==> config.mk <==
export PLATFORM = sky130hd
export DESIGN_NAME = flash_cmd_sequencer
export DESIGN_NICKNAME = d
export VERILOG_FILES = /design/src/rtl/flash_cmd_sequencer_pkg.sv /design/src/rtl/flash_cmd_sequencer_rom.sv /design/src/rtl/flash_cmd_sequencer.sv
export SDC_FILE = /design/constraint.sdc
export NUM_CORES = 1
export LEC_CHECK = 0
export CAP_MARGIN = 20
export CORE_MARGIN = 2
export CORE_UTILIZATION = 56
export DETAILED_ROUTE_END_ITERATION = 7
export PLACE_DENSITY = 0.81
export SYNTH_ARGS = -nofsm -noshare
export SYNTH_HDL_FRONTEND = slang
export SYNTH_SLANG_ARGS = --single-unit
==> constraint.sdc <==
create_clock -name SCL -period 2.6 [get_ports SCL]
set_clock_uncertainty 0.2 [all_clocks]
set_input_delay 0.52 -clock SCL [delete_from_list [all_inputs] [get_ports SCL]]
set_output_delay 0.52 -clock SCL [all_outputs]
set_load 0.02 [all_outputs]
==> src/rtl/flash_cmd_sequencer_pkg.sv <==
// Shared types for the flash command sequencer: op encodings, FSM states
// and byte-select indices (index doubles as bit position in the Sel vector).
package flash_cmd_sequencer_pkg;

    typedef enum logic [1:0] {
        OP_READ   = 2'b00,
        OP_PROG   = 2'b01,
        OP_SERASE = 2'b10,
        OP_CERASE = 2'b11
    } op_t;

    typedef enum logic [2:0] {
        ST_IDLE,
        ST_SEND,
        ST_RDWIN,
        ST_WAITRDY,
        ST_DONE
    } state_t;

    typedef enum logic [2:0] {
        BYTE_DATA = 3'd0,
        BYTE_AA   = 3'd1,
        BYTE_55   = 3'd2,
        BYTE_B0   = 3'd3,
        BYTE_C0   = 3'd4,
        BYTE_D0   = 3'd5,
        BYTE_E0   = 3'd6,
        BYTE_00   = 3'd7
    } byteSel_t;

    localparam int STEP_W  = 3;
    localparam int NUM_SEL = 8;

    function automatic logic [NUM_SEL-1:0] byteToSel(input byteSel_t idx);
        logic [NUM_SEL-1:0] v;
        v      = '0;
        v[idx] = 1'b1;
        return v;
    endfunction

endpackage

==> src/rtl/flash_cmd_sequencer_rom.sv <==
// Combinational command-sequence table: (op, step) -> byte to send and
// whether that step is the last byte of the sequence.
module flash_seq_rom
    import flash_cmd_sequencer_pkg::*;
(
    input  op_t               op,
    input  logic [STEP_W-1:0] step,
    output byteSel_t          byteIdx,
    output logic              lastStep
);

    // Steps outside a sequence's length are never reached; they fall back to a terminating AA.
    always_comb begin
        byteIdx  = BYTE_AA;
        lastStep = 1'b1;
        case (step)
            3'd0: begin
                byteIdx  = BYTE_AA;
                lastStep = 1'b0;
            end
            3'd1: begin
                byteIdx  = BYTE_55;
                lastStep = 1'b0;
            end
            3'd2: begin
                case (op)
                    OP_READ: begin
                        byteIdx  = BYTE_00;
                        lastStep = 1'b1;
                    end
                    OP_PROG: begin
                        byteIdx  = BYTE_B0;
                        lastStep = 1'b0;
                    end
                    default: begin
                        byteIdx  = BYTE_C0;
                        lastStep = 1'b0;
                    end
                endcase
            end
            3'd3: begin
                case (op)
                    OP_PROG: begin
                        byteIdx  = BYTE_DATA;
                        lastStep = 1'b1;
                    end
                    OP_SERASE, OP_CERASE: begin
                        byteIdx  = BYTE_AA;
                        lastStep = 1'b0;
                    end
                    default: begin
                        byteIdx  = BYTE_AA;
                        lastStep = 1'b1;
                    end
                endcase
            end
            3'd4: begin
                byteIdx  = BYTE_55;
                lastStep = 1'b0;
            end
            3'd5: begin
                byteIdx  = (op == OP_CERASE) ? BYTE_E0 : BYTE_D0;
                lastStep = 1'b1;
            end
            default: begin
                byteIdx  = BYTE_AA;
                lastStep = 1'b1;
            end
        endcase
    end

endmodule

==> src/rtl/flash_cmd_sequencer.sv <==
// Flash command sequencer: walks the unlock/command byte sequence for the
// latched op, then opens a read window or waits for flash ready with timeout.
module flash_cmd_sequencer
    import flash_cmd_sequencer_pkg::*;
#(
    parameter int BYTE_CYCLES = 9,
    parameter int TIMEOUT     = 1023
) (
    input  logic       SCL,
    input  logic       Reset,
    input  logic       Start,
    input  logic [1:0] Op,
    input  logic       FlashRdy,
    output logic       SelData,
    output logic       SelAA,
    output logic       Sel55,
    output logic       SelB0,
    output logic       SelC0,
    output logic       SelD0,
    output logic       SelE0,
    output logic       Sel00,
    output logic       EnDataOut,
    output logic       EnDataIn,
    output logic       Busy,
    output logic       Done,
    output logic       Error
);

    localparam int CYC_W = $clog2(BYTE_CYCLES + 1);
    localparam int TO_W  = $clog2(TIMEOUT + 1);
    localparam logic [CYC_W-1:0] CYC_LAST = CYC_W'(BYTE_CYCLES - 1);
    localparam logic [TO_W-1:0]  TO_LAST  = TO_W'(TIMEOUT - 1);

    state_t               state;
    op_t                  opReg;
    logic [STEP_W-1:0]    step;
    logic [CYC_W-1:0]     cycleCnt;
    logic [TO_W-1:0]      toCnt;
    logic                 isLast;
    logic [NUM_SEL-1:0]   selVec;

    op_t                  romOp;
    logic [STEP_W-1:0]    romStep;
    byteSel_t             romByte;
    logic                 romLast;

    // The ROM looks one byte ahead so the Sel outputs can be loaded as registers.
    always_comb begin
        romOp   = opReg;
        romStep = step + STEP_W'(1);
        if (state == ST_IDLE) begin
            romOp   = op_t'(Op);
            romStep = '0;
        end
    end

    flash_seq_rom uRom (
        .op       (romOp),
        .step     (romStep),
        .byteIdx  (romByte),
        .lastStep (romLast)
    );

    always_ff @(posedge SCL or posedge Reset) begin
        if (Reset) begin
            state     <= ST_IDLE;
            opReg     <= OP_READ;
            step      <= '0;
            cycleCnt  <= '0;
            toCnt     <= '0;
            isLast    <= 1'b0;
            selVec    <= '0;
            EnDataOut <= 1'b0;
            EnDataIn  <= 1'b0;
            Busy      <= 1'b0;
            Done      <= 1'b0;
            Error     <= 1'b0;
        end else begin
            Done <= 1'b0;
            case (state)
                ST_IDLE: begin
                    if (Start) begin
                        opReg     <= op_t'(Op);
                        step      <= '0;
                        cycleCnt  <= '0;
                        toCnt     <= '0;
                        isLast    <= romLast;
                        selVec    <= byteToSel(romByte);
                        EnDataOut <= 1'b1;
                        Busy      <= 1'b1;
                        Error     <= 1'b0;
                        state     <= ST_SEND;
                    end
                end
                ST_SEND: begin
                    if (cycleCnt == CYC_LAST) begin
                        cycleCnt <= '0;
                        if (isLast) begin
                            selVec    <= '0;
                            EnDataOut <= 1'b0;
                            if (opReg == OP_READ) begin
                                EnDataIn <= 1'b1;
                                state    <= ST_RDWIN;
                            end else begin
                                toCnt <= '0;
                                state <= ST_WAITRDY;
                            end
                        end else begin
                            step   <= step + STEP_W'(1);
                            isLast <= romLast;
                            selVec <= byteToSel(romByte);
                        end
                    end else begin
                        cycleCnt <= cycleCnt + CYC_W'(1);
                    end
                end
                ST_RDWIN: begin
                    if (cycleCnt == CYC_LAST) begin
                        cycleCnt <= '0;
                        EnDataIn <= 1'b0;
                        Done     <= 1'b1;
                        state    <= ST_DONE;
                    end else begin
                        cycleCnt <= cycleCnt + CYC_W'(1);
                    end
                end
                // Ready is checked before the timeout so a late ready still counts as success.
                ST_WAITRDY: begin
                    if (FlashRdy) begin
                        toCnt <= '0;
                        Done  <= 1'b1;
                        state <= ST_DONE;
                    end else if (toCnt == TO_LAST) begin
                        toCnt <= '0;
                        Error <= 1'b1;
                        Done  <= 1'b1;
                        state <= ST_DONE;
                    end else begin
                        toCnt <= toCnt + TO_W'(1);
                    end
                end
                ST_DONE: begin
                    Busy  <= 1'b0;
                    state <= ST_IDLE;
                end
                default: begin
                    selVec    <= '0;
                    EnDataOut <= 1'b0;
                    EnDataIn  <= 1'b0;
                    Busy      <= 1'b0;
                    state     <= ST_IDLE;
                end
            endcase
        end
    end

    assign SelData = selVec[BYTE_DATA];
    assign SelAA   = selVec[BYTE_AA];
    assign Sel55   = selVec[BYTE_55];
    assign SelB0   = selVec[BYTE_B0];
    assign SelC0   = selVec[BYTE_C0];
    assign SelD0   = selVec[BYTE_D0];
    assign SelE0   = selVec[BYTE_E0];
    assign Sel00   = selVec[BYTE_00];

endmodule

==> results.md, run 1 <==
| Stage | Metric | Value |
| --- | --- | --- |
| status | Result of the run | complete, no violations |
| grt | Number of antenna violations at the first check in global routing | 0 |
| setup path | Crit end category | flop |
| synth | Yosys top cell area share | 46.0% |
| routing | Remaining DRCs | 0 |
| clocking | Cell chosen for the clock root | clkbuf_4 |
| setup path | Max stage delay cell, worst path | a2111oi_1 |
| synth | Net count after synthesis | 217 |
| worst hold path | Hold-critical path endpoint | selVec[4]$_DFFE_PP0P_ |
| clocking | Number of instances resized during post-cts repair | 0 |
| clocking | Maximum level of the CTS H-tree | 2 |
| setup path | Setup CP Type | reg2reg |
| synth | Yosys warning count | 0 |
| die | Die height | 63.1 µm |
| worst hold path | Hold path startpoint | selVec[4]$_DFFE_PP0P_ |
| die | Die area | 3990 µm² |
| grt | Largest net degree at the start of global routing | 37 |
| power and ir drop | Combinational fraction of design power | 46.8% |
| finish | Final standard cell area without fillers | 2270 µm² |
| clocking | Post-CTS setup-driven buffer insertion count | 0 |
| placed design | Worst slack at placement | 109 ps |
| synth | Part of the Yosys area used for sequential elements | 46.0% |
| sta | Number of slew-limit violations in the final report | 0 |
| synth | Most used standard cells in the synthesized netlist | dfrtp_1, nand2_1, nor3_1 |
| clocking | Clock-pin slew on the worst setup and hold paths | 110 ps |
| synth | Synthesized area per cell | 9.51 µm² |
| placed design | Placed standard-cell area | 2210 µm² |
| clocking | Number of sinks handled by clock tree synthesis | 36 |
| grt | Wire length of the first global-routing pass | 7150 µm |
| die | Width of the die | 63.1 µm |
| synth | Number of synthesized flops with an enable pin | 0 |
| setup path | WP data arrival | 2440 ps |
| grt | Global Route Usage Sum | 23.0% |
| run | Maximum Capacitance Violations | 0 |
| grt | Via count of the first global-routing pass | 1559 |
| setup path | Startpoint of the most critical setup path | step[0]$_DFFE_PP0P_ |
| power and ir drop | Fraction of power consumed by the clock network | 13.9% |
| sta | Slew at the pin closest to its max-slew limit | 691 ps |
| synth | Count of cell types in the netlist | 49 |
| finish | Share of final-layout standard cells stronger than drive strength 1 | 9.17% |
| power and ir drop | Leakage power figure | 0.00105 µW |
| setup path | Startpoint Class | flop |
| setup path | Critical register-to-register path endpoint | selVec[1]$_DFFE_PP0P_ |
| setup path | Critical path data required time | 2620 ps |
| sta | Crit path time final | 2420 ps |
| setup path | CP Cell Sequence | ha_1, xnor2_1, a211oi_1, a2111oi_1, o311ai_1 |
| setup path | Worst Reg2Reg Path Length in Cells | 5 |
| clocking | Total clock buffers created by CTS | 5 |
| clocking | TritonCTS clock tree | done |
| power and ir drop | Switching power | 996 µW |
| setup path | Worst r2r src | step[0]$_DFFE_PP0P_ |
| grt | Total global routing overflow | 0 |
| clocking | Count of hold buffers inserted by post-cts repair | 0 |
| synth | Dominant cell type by area after synthesis | dfrtp_1 |
| sta | Post-route fraction of the period consumed by the critical path | 93.1% |
| sta | Number of endpoints with negative hold slack in the final report | 0 |
| synth | Synthesized cell area | 1960 µm² |
| synth | Number of synthesized register bits | 36 |
| placed design | Final weighted congestion in routability-driven placement | 0.850 |
| setup path | Slowest cell delay on critical path | 560 ps |
| placed design | Count of buffers inserted at the top-level ports | 18 |
| routing | Final wirelength | 4190 µm |
| clocking | Clk Latency, worst-skew pair | 360 ps |
| sta | Finish-stage setup viols | 0 |
| power and ir drop | Highest ir drop seen on vdd | 604 µV |
| synth | Leading register cell type out of synthesis | dfrtp_1 |
| synth | Async S/R FF share, synth | 100% |
| routing | Post-detailed-route wirelength per cell | 15.2 µm |
| sta | Worst hold margin | 302 ps |
| placed design | Sum of net half-perimeters after detailed placement | 3030 µm |
| worst hold path | Min-Delay Path Depth | 2 |
| finish | Antenna Diode Count | 0 |
| grt | Met3 Usage GRT | 5.18% |
| finish | Nets | 239 |
| sta | RSZ-0062 raised after global routing | no |
| synth | Dominant cell by count in the synthesized netlist | dfrtp_1 |
| sta | Crit path setup slack, layout | 181 ps |
| finish | Layout Utilization | 68.1% |
| grt | Met2 layer usage reported by global route | 37.4% |
| synth | Most area-consuming cells after synthesis | dfrtp_1, nand2_1, nor3_1 |
| setup path | CP Max Fanout | 14 |
| synth | Number of standard cells after synthesis | 206 |
| routing | First-pass iteration count of the detailed router | 4 |
| setup path | Setup slack, reg-to-reg | 180 ps |
| grt | GRT busiest layer | met2 |
| routing | Detailed-route via count | 1658 |
| die | Std-Cell Core Area | 3340 µm² |
| die | Initial core utilization | 58.7% |
| routing | Number of DRC markers after the initial detailed-route iteration | 114 |
| routing | Via density per instance | 6.03 |
| power and ir drop | Register share of total power | 39.3% |
| power and ir drop | Internal Pwr Total | 1330 µW |
| power and ir drop | Power density normalized to cell area | 1020 nW/µm² |
| die | Site Rows | 21 |
| worst hold path | Class of the tightest hold or removal check | reg2reg |
| clocking | Maximum buffer depth of the clock tree | 2 |
| sta | Setup Total Neg Slack | 0 ps |
| die | I/O pin cnt | 19 |
| power and ir drop | Net switching share of the total power | 42.8% |
| sta | Fmax | 0.413 GHz |
| routing | Number of nets still failing antenna checks after routing | 0 |
| grt | GR met1 Demand/Resource | 28.8% |
| finish | Fill cell count | 285 |
| sta | Tightest slew margin relative to the limit | 54.0% |
| finish | P&R area growth vs syn | 16.0% |
cell type report:
| class | count | area [µm²] | share of cell area [%] |
|---|---|---|---|
| clock buffers | 7 | 55.1 | 2.42 |
| clock inverters | 1 | 7.51 | 0.331 |
| inverters | 9 | 33.8 | 1.49 |
| multi-input cells | 152 | 991 | 43.6 |
| flip-flops and latches | 36 | 901 | 39.7 |
| well taps | 46 | 57.6 | 2.53 |
| repair buffers | 24 | 225 | 9.92 |
cells in the final DEF (no fill, tap or decap), types with 2 or more instances in the layout:
master	instances
nand4_1	2
inv_1	9
nand2b_1	3
mux2_2	3
nor2_1	11
buf_4	6
o21ai_0	7
nor3_1	13
and4_1	3
a211o_1	7
a22o_1	3
xor2_1	4
a21oi_1	8
and3_1	8
nor2b_1	5
clkdlybuf4s50_1	18
nand3_1	9
nor3b_1	2
clkbuf_4	5
xnor2_1	2
o21ai_1	8
nand2_1	20
dfrtp_1	36
o211ai_1	2
ha_1	5
or3_4	2
worst max-delay path by stage:
stage                                  endpoint  slack [ps]  cells after the start
final                     selVec[1]$_DFFE_PP0P_         180                      5
after global placement    selVec[5]$_DFFE_PP0P_         270                      5
after detailed placement  selVec[1]$_DFFE_PP0P_         110                      5
after global routing      selVec[1]$_DFFE_PP0P_           4                      5
after CTS                 selVec[1]$_DFFE_PP0P_         100                      5
after floorplan           selVec[3]$_DFFE_PP0P_         610                      6
worst max-delay path: cells and delay by family, from the launching register on:
family | cells | cell delay [ps]
AO/OA/AOI/OAI | 3 | 850
XOR/XNOR | 1 | 400
adder cells (fa/ha/maj) | 1 | 320
flip-flops | 1 | 520
power by group through the flow:
stage                     clock network [µW]  logic, µW  registers, µW
after CTS                                329       1080            911
after global placement                     0       1030            908
final                                    323       1090            914
after detailed placement                   0       1080            920
after global routing                     355       1210            936
after floorplan                            0        755            906
metal layers:
layer	share of wire (%)	vias to the layer above	wire length [µm]
met3	6.6	6	278
met4	1.7	0	70
li1	-	796	-
met2	48	63	2020
met1	44	793	1820
met5	0	-	0
per-stage QoR:
stage / power (µW) / std cells
global route: 2510 / 275
detailed placement: 2000 / 267
global placement: 1940 / 267
CTS: 2320 / 275
finish: 2330 / 275
floorplan: 1660 / 206
sequential cells by signal (all words and copies together) (netlist names):
signal and cells:
toCnt 10, selVec 8, cycleCnt 4, state 3, step 3, opReg 2
Busy 1, Done 1, EnDataIn 1, EnDataOut 1, Error 1, isLast 1
logic make-up (layout without fill, tap and decap cells):
family | after synthesis | count (layout) | synth area share, %
compound gates | 50 | 50 | 18.3
flops | 36 | 36 | 46.0
mux | 4 | 4 | 2.24
simple gates | 87 | 87 | 24.2
buf+inv | 18 | 41 | 3.45
fa+ha+maj | 5 | 5 | 3.19
xor+xnor | 6 | 6 | 2.68
(Power assumes the default switching activity.)
==> run 2: changes to the inputs <==
PLACE_DENSITY = 0.8   (was 0.81)
SETUP_SLACK_MARGIN = 0.1   (was unset)
==> results.md, run 2 (synthesis gave the netlist of run 1 again) <==
| Stage | Metric | Value |
| --- | --- | --- |
| routing | Number of DRC markers after the initial detailed-route iteration | 129 |
| setup path | Category of cells accounting for the largest share of critical-path delay | compound AO/OA/AOI/OAI gates |
| sta | Number of endpoints with negative hold slack in the final report | 0 |
| setup path | Crit end category | flop |
| setup path | Worst Reg2Reg Path Length in Cells | 5 |
| setup path | Startpoint Class | flop |
| worst hold path | Hold path startpoint | selVec[7]$_DFFE_PP0P_ |
| worst hold path | Class of the tightest hold or removal check | reg2reg |
| die | Width of the die | 63.1 µm |
| finish | Final instance count without filler cells | 275 |
| sta | Setup Total Neg Slack | 0 ps |
| sta | Crit path time final | 2320 ps |
| sta | RSZ-0062 raised after global routing | no |
| placed design | Sum of net half-perimeters after detailed placement | 3050 µm |
| finish | Largest reg by FF count | toCnt |
| routing | Remaining DRCs | 0 |
| power and ir drop | Highest ir drop seen on vdd | 553 µV |
| grt | Number of antenna violations at the first check in global routing | 0 |
| clocking | Post-CTS setup-driven buffer insertion count | 0 |
| die | Std-Cell Core Area | 3340 µm² |
| setup path | Worst r2r src | step[0]$_DFFE_PP0P_ |
| worst hold path | Hold-critical path endpoint | selVec[7]$_DFFE_PP0P_ |
| power and ir drop | Power density normalized to cell area | 1050 nW/µm² |
| finish | Registers with the most flip-flops | toCnt (10), selVec (8), cycleCnt (4) |
| clocking | Total clock buffers created by CTS | 5 |
| run | Maximum Capacitance Violations | 0 |
| grt | Global Route Usage Sum | 22.4% |
| routing | First-pass iteration count of the detailed router | 4 |
| sta | Tightest slew margin relative to the limit | 58.3% |
| routing | Final wirelength | 4150 µm |
| grt | Largest net degree at the start of global routing | 37 |
| sta | Slew at the pin closest to its max-slew limit | 626 ps |
| setup path | Buffer and inverter count on the worst path | 0 |
| routing | Number of nets still failing antenna checks after routing | 0 |
| die | Die area | 3990 µm² |
| die | Site Rows | 21 |
| clocking | Maximum buffer depth of the clock tree | 2 |
| finish | Highest-count cells in the layout ignoring fill and taps | dfrtp_1, nand2_1, clkdlybuf4s50_1 |
| clocking | Clk Latency, worst-skew pair | 350 ps |
| die | I/O pin cnt | 19 |
| placed design | Count of buffers inserted at the top-level ports | 18 |
| sta | Finish-stage setup viols | 0 |
| die | Initial core utilization | 58.7% |
| sta | Fmax | 0.430 GHz |
| finish | Antenna Diode Count | 0 |
| clocking | Clock-pin slew on the worst setup and hold paths | 110 ps |
| setup path | Slowest cell delay on critical path | 570 ps |
| finish | Layout Utilization | 68.7% |
| finish | Commonest non-fill, non-tap cell in the layout | dfrtp_1 |
| clocking | TritonCTS clock tree | done |
| grt | Via count of the first global-routing pass | 1638 |
| clocking | Maximum level of the CTS H-tree | 2 |
| setup path | WP data arrival | 2350 ps |
| setup path | Critical path data required time | 2620 ps |
| setup path | Setup CP Type | reg2reg |
| finish | P&R area growth vs syn | 17.1% |
| setup path | Setup slack, reg-to-reg | 280 ps |
| grt | Wire length of the first global-routing pass | 7040 µm |
| setup path | CP Cell Sequence | ha_1, xnor2_2, a211oi_1, a2111oi_1, o311ai_1 |
| grt | Total global routing overflow | 0 |
| routing | Detailed-route via count | 1612 |
| worst hold path | Min-Delay Path Depth | 2 |
| power and ir drop | Leakage power figure | 0.00106 µW |
| clocking | Number of sinks handled by clock tree synthesis | 36 |
| setup path | CP Max Fanout | 14 |
| sta | Post-route fraction of the period consumed by the critical path | 89.4% |
| finish | Nets | 239 |
| clocking | Cell chosen for the clock root | clkbuf_4 |
| finish | Largest register FFs | 10 |
| status | Result of the run | complete, no violations |
| setup path | Critical register-to-register path endpoint | selVec[1]$_DFFE_PP0P_ |
| routing | Post-detailed-route wirelength per cell | 15.1 µm |
| die | Die height | 63.1 µm |
| placed design | Final weighted congestion in routability-driven placement | 0.793 |
| finish | Share of final-layout standard cells stronger than drive strength 1 | 9.61% |
| sta | Number of slew-limit violations in the final report | 0 |
| routing | Via density per instance | 5.86 |
| setup path | Max stage delay cell, worst path | a2111oi_1 |
| placed design | Number of instances in the placed design | 267 |
[run 2: cell count changes in the layout (fill, tap and decap cells not counted)]
cell        previous run  this run
bufinv_16              0         1
clkbuf_8               1         0
clkinv_2               0         1
clkinvlp_4             1         0
xnor2_1                2         1
xnor2_2                0         1
[run 2: tightest hold or removal path: stages, from the launching register on]
cell     delay, ps
dfrtp_1        360
nand2_1         50
o31ai_1         60
[run 2: worst max-delay path by stage]
stage,startpoint,endpoint,depth (start not counted)
after detailed placement,step[0]$_DFFE_PP0P_,selVec[1]$_DFFE_PP0P_,5
after floorplan,cycleCnt[0]$_DFFE_PP0P_,selVec[3]$_DFFE_PP0P_,6
after global routing,step[0]$_DFFE_PP0P_,selVec[1]$_DFFE_PP0P_,5
after CTS,step[0]$_DFFE_PP0P_,selVec[1]$_DFFE_PP0P_,5
after global placement,Start,selVec[3]$_DFFE_PP0P_,5
final,step[0]$_DFFE_PP0P_,selVec[1]$_DFFE_PP0P_,5
[run 2: area by class of cell]
cell class | instances | area (µm²)
multi-input combinational | 152 | 998
inverter | 9 | 33.8
fill | 280 | 1040
clock inverter | 2 | 35.0
tap | 46 | 57.6
sequential | 36 | 901
timing repair buffer | 24 | 225
clock buffer | 6 | 41.3
[run 2: repair_timing]
item	in CTS	in global routing
resized for setup	1	1
setup endpoints to repair	2	2
hold endpoints to repair	0	0
gates cloned	0	0
hold buffers	0	0
[run 2: power breakdown]
| group | total, µW | switching, µW | leakage [µW] | internal [µW] |
|---|---|---|---|---|
| logic | 1130 | 636 | 0.000548 | 490 |
| registers | 902 | 184 | 0.000470 | 718 |
| clock network | 383 | 181 | 0.0000422 | 202 |
[run 2: routing by layer]
layer	global-route usage (%)	vias up	routed length [µm]
met5	0	-	0
met2	39.1	35	2110
met3	4.11	7	149
met4	11.4	0	81
li1	-	796	-
met1	26.3	774	1810
[run 2: metrics by stage]
step	power (µW)	setup WS (ps)	hold slack [ps]	area [µm²]
after CTS	2410	148	307	2280
final	2410	275	298	2290
after floorplan	1660	610	263	1960
after detailed placement	2010	41.7	284	2210
after global placement	1950	362	259	2210
after global routing	2590	107	332	2290
==> run 3: changes to the inputs <==
CORE_UTILIZATION = 51   (was 56)
MAX_ROUTING_LAYER = met4   (was unset)
PLACE_DENSITY = 0.77   (was 0.8)
clock period = 2 ns   (was 2.6 ns; I/O delays follow)
==> results.md, run 3 (synthesis gave the netlist of run 1 again) <==
| Stage | Metric | Value |
| --- | --- | --- |
| status | Result of the run | complete, no violations |
| power and ir drop | Power, Total | 3800 µW |
| setup path | Worst Reg2Reg Path Length in Cells | 4 |
| routing | First-pass iteration count of the detailed router | 4 |
| sta | Crit path time final | 1930 ps |
| routing | Final wirelength | 4810 µm |
| placed design | Count of buffers inserted at the top-level ports | 18 |
| finish | Largest register FFs | 10 |
| clocking | TritonCTS clock tree | done |
| routing | Post-detailed-route wirelength per cell | 15.8 µm |
| clocking | Count of hold buffers inserted by post-cts repair | 0 |
| routing | Remaining DRCs | 0 |
| sta | Finish-stage setup viols | 0 |
| clocking | Maximum level of the CTS H-tree | 2 |
| clocking | Number of sinks handled by clock tree synthesis | 36 |
| sta | Number of slew-limit violations in the final report | 0 |
| die | Site Rows | 22 |
| grt | Wire length of the first global-routing pass | 7390 µm |
| setup path | Worst r2r src | state[1]$_DFFE_PP0P_ |
| finish | Final standard cell area without fillers | 2650 µm² |
| clocking | Clock-pin slew on the worst setup and hold paths | 70 ps |
| placed design | Placed standard-cell area | 2360 µm² |
| setup path | Startpoint of the most critical setup path | state[1]$_DFFE_PP0P_ |
| worst hold path | Min-Delay Path Depth | 2 |
| routing | Detailed-route via count | 1820 |
| clocking | Maximum buffer depth of the clock tree | 2 |
| setup path | CP dominant cell by count | or3_4 |
| grt | Via count of the first global-routing pass | 1699 |
| sta | Fmax | 0.519 GHz |
| setup path | Setup slack, reg-to-reg | 70 ps |
| finish | Antenna Diode Count | 0 |
| sta | Tightest slew margin relative to the limit | 70.5% |
| setup path | Critical path data required time | 2000 ps |
| grt | Largest net degree at the start of global routing | 37 |
| die | I/O pin cnt | 19 |
| sta | Post-route fraction of the period consumed by the critical path | 96.3% |
| die | Die height | 66.0 µm |
| finish | Highest-count cells in the layout ignoring fill and taps | dfrtp_1, buf_4, nand2_1 |
| clocking | Cell chosen for the clock root | clkbuf_8 |
| finish | Largest reg by FF count | toCnt |
| placed design | Final weighted congestion in routability-driven placement | 0.808 |
| routing | Number of DRC markers after the initial detailed-route iteration | 113 |
| worst hold path | Hold path startpoint | selVec[7]$_DFFE_PP0P_ |
| finish | Registers with the most flip-flops | toCnt (10), selVec (8), cycleCnt (4) |
| die | Die area | 4350 µm² |
| grt | Total global routing overflow | 0 |
| die | Initial core utilization | 53.1% |
| worst hold path | Class of the tightest hold or removal check | reg2reg |
| power and ir drop | Power density normalized to cell area | 1440 nW/µm² |
| setup path | Setup CP Type | reg2reg |
| die | Std-Cell Core Area | 3690 µm² |
| power and ir drop | Leakage power figure | 0.00123 µW |
| setup path | Crit end category | flop |
| setup path | CP Cell Sequence | or3b_4, or3_4, or3_4, o31ai_4 |
| grt | Global Route Usage Sum | 22.8% |
| finish | Commonest non-fill, non-tap cell in the layout | dfrtp_1 |
| setup path | CP Max Fanout | 3 |
| setup path | Critical register-to-register path endpoint | selVec[3]$_DFFE_PP0P_ |
| finish | Layout Utilization | 71.7% |
| die | Width of the die | 66.0 µm |
| setup path | Category of cells accounting for the largest share of critical-path delay | simple AND/OR/NAND/NOR gates |
| routing | Number of nets still failing antenna checks after routing | 0 |
| sta | Setup Total Neg Slack | 0 ps |
| grt | Number of antenna violations at the first check in global routing | 0 |
| clocking | Clk Latency, worst-skew pair | 290 ps |
| setup path | WP data arrival | 1930 ps |
| finish | Nets | 266 |
| power and ir drop | Highest ir drop seen on vdd | 486 µV |
| setup path | Startpoint Class | flop |
| sta | RSZ-0062 raised after global routing | yes |
| placed design | Sum of net half-perimeters after detailed placement | 2950 µm |
| setup path | Max stage delay cell, worst path | or3b_4 |
| setup path | Buffer and inverter count on the worst path | 0 |
| sta | Number of endpoints with negative hold slack in the final report | 0 |
| worst hold path | Hold-critical path endpoint | selVec[7]$_DFFE_PP0P_ |
| clocking | Total clock buffers created by CTS | 5 |
| setup path | Slowest cell delay on critical path | 400 ps |
| run | Maximum Capacitance Violations | 0 |
| finish | P&R area growth vs syn | 35.1% |
| sta | Slew at the pin closest to its max-slew limit | 443 ps |
| routing | Via density per instance | 5.99 |
| setup path | Stages on the worst setup path | 4 |
| finish | Share of final-layout standard cells stronger than drive strength 1 | 25.4% |
==> run 3: changes by cell type in the layout (fill, tap and decap cells not counted), moves of 2 or more <==
| cell | previous run | this run |
|---|---|---|
| a31o_4 | 0 | 2 |
| buf_4 | 6 | 31 |
| clkbuf_4 | 5 | 0 |
| clkbuf_8 | 0 | 6 |
| clkdlybuf4s50_1 | 18 | 16 |
| dlymetal6s2s_1 | 0 | 2 |
| ha_1 | 5 | 3 |
| ha_4 | 0 | 2 |
| inv_1 | 9 | 7 |
| inv_2 | 0 | 2 |
| nor3_1 | 13 | 11 |
| nor3_2 | 0 | 2 |
==> run 3: area by class of cell <==
class | count | area [µm²]
sequential | 36 | 901
clock inverter | 2 | 10.0
multi-input combinational | 153 | 1130
timing repair buffer | 50 | 429
tap | 48 | 60.1
inverter | 9 | 33.8
clock buffer | 6 | 82.6
fill | 269 | 1040
==> run 3: how the worst max path moves through the flow <==
stage | endpoint | slack (ps)
final | selVec[3]$_DFFE_PP0P_ | 70
after global routing | selVec[7]$_DFFE_PP0P_ | 10
after global placement | opReg[1]$_DFFE_PP0P_ | -30
after detailed placement | opReg[1]$_DFFE_PP0P_ | -90
after CTS | selVec[3]$_DFFE_PP0P_ | 7
after floorplan | selVec[3]$_DFFE_PP0P_ | 20
==> run 3: metrics by stage <==
step	setup WS (ps)	hold slack (ps)	instances
after floorplan	18.6	263	206
after global placement	-29.5	262	288
after detailed placement	-88.3	267	288
after CTS	6.94	284	300
after global routing	12.3	314	304
final	74.7	278	304
==> run 3: timing repair <==
action	CTS	global route
pin swaps	5	10
setup endpoints to repair	15	22
gates resized for setup	6	19
buffers inserted	4	3
gates cloned	0	1
==> run 3: metal layers <==
metal / wire length [µm] / global-route usage, % / share of wire, % / up-vias
met5: 0 / - / 0 / -
met4: 116 / 9.44 / 2.4 / 0
met3: 205 / 4.26 / 4.3 / 13
met2: 2480 / 39.1 / 52 / 67
met1: 2010 / 26.2 / 42 / 888
li1: - / - / - / 852
==> run 3: worst reg2reg max path, cell delays in order, from the launching register on <==
cell and delay [ps]:
dfrtp_1 380, or3b_4 400, or3_4 340, or3_4 360, o31ai_4 170
==> run 3: power by group <==
group          total, µW  leakage, µW  switching, µW  internal (µW)
Combinational       2100     0.000711           1080           1030
Sequential          1170     0.000470            232            934
Clock                528    0.0000510            253            275
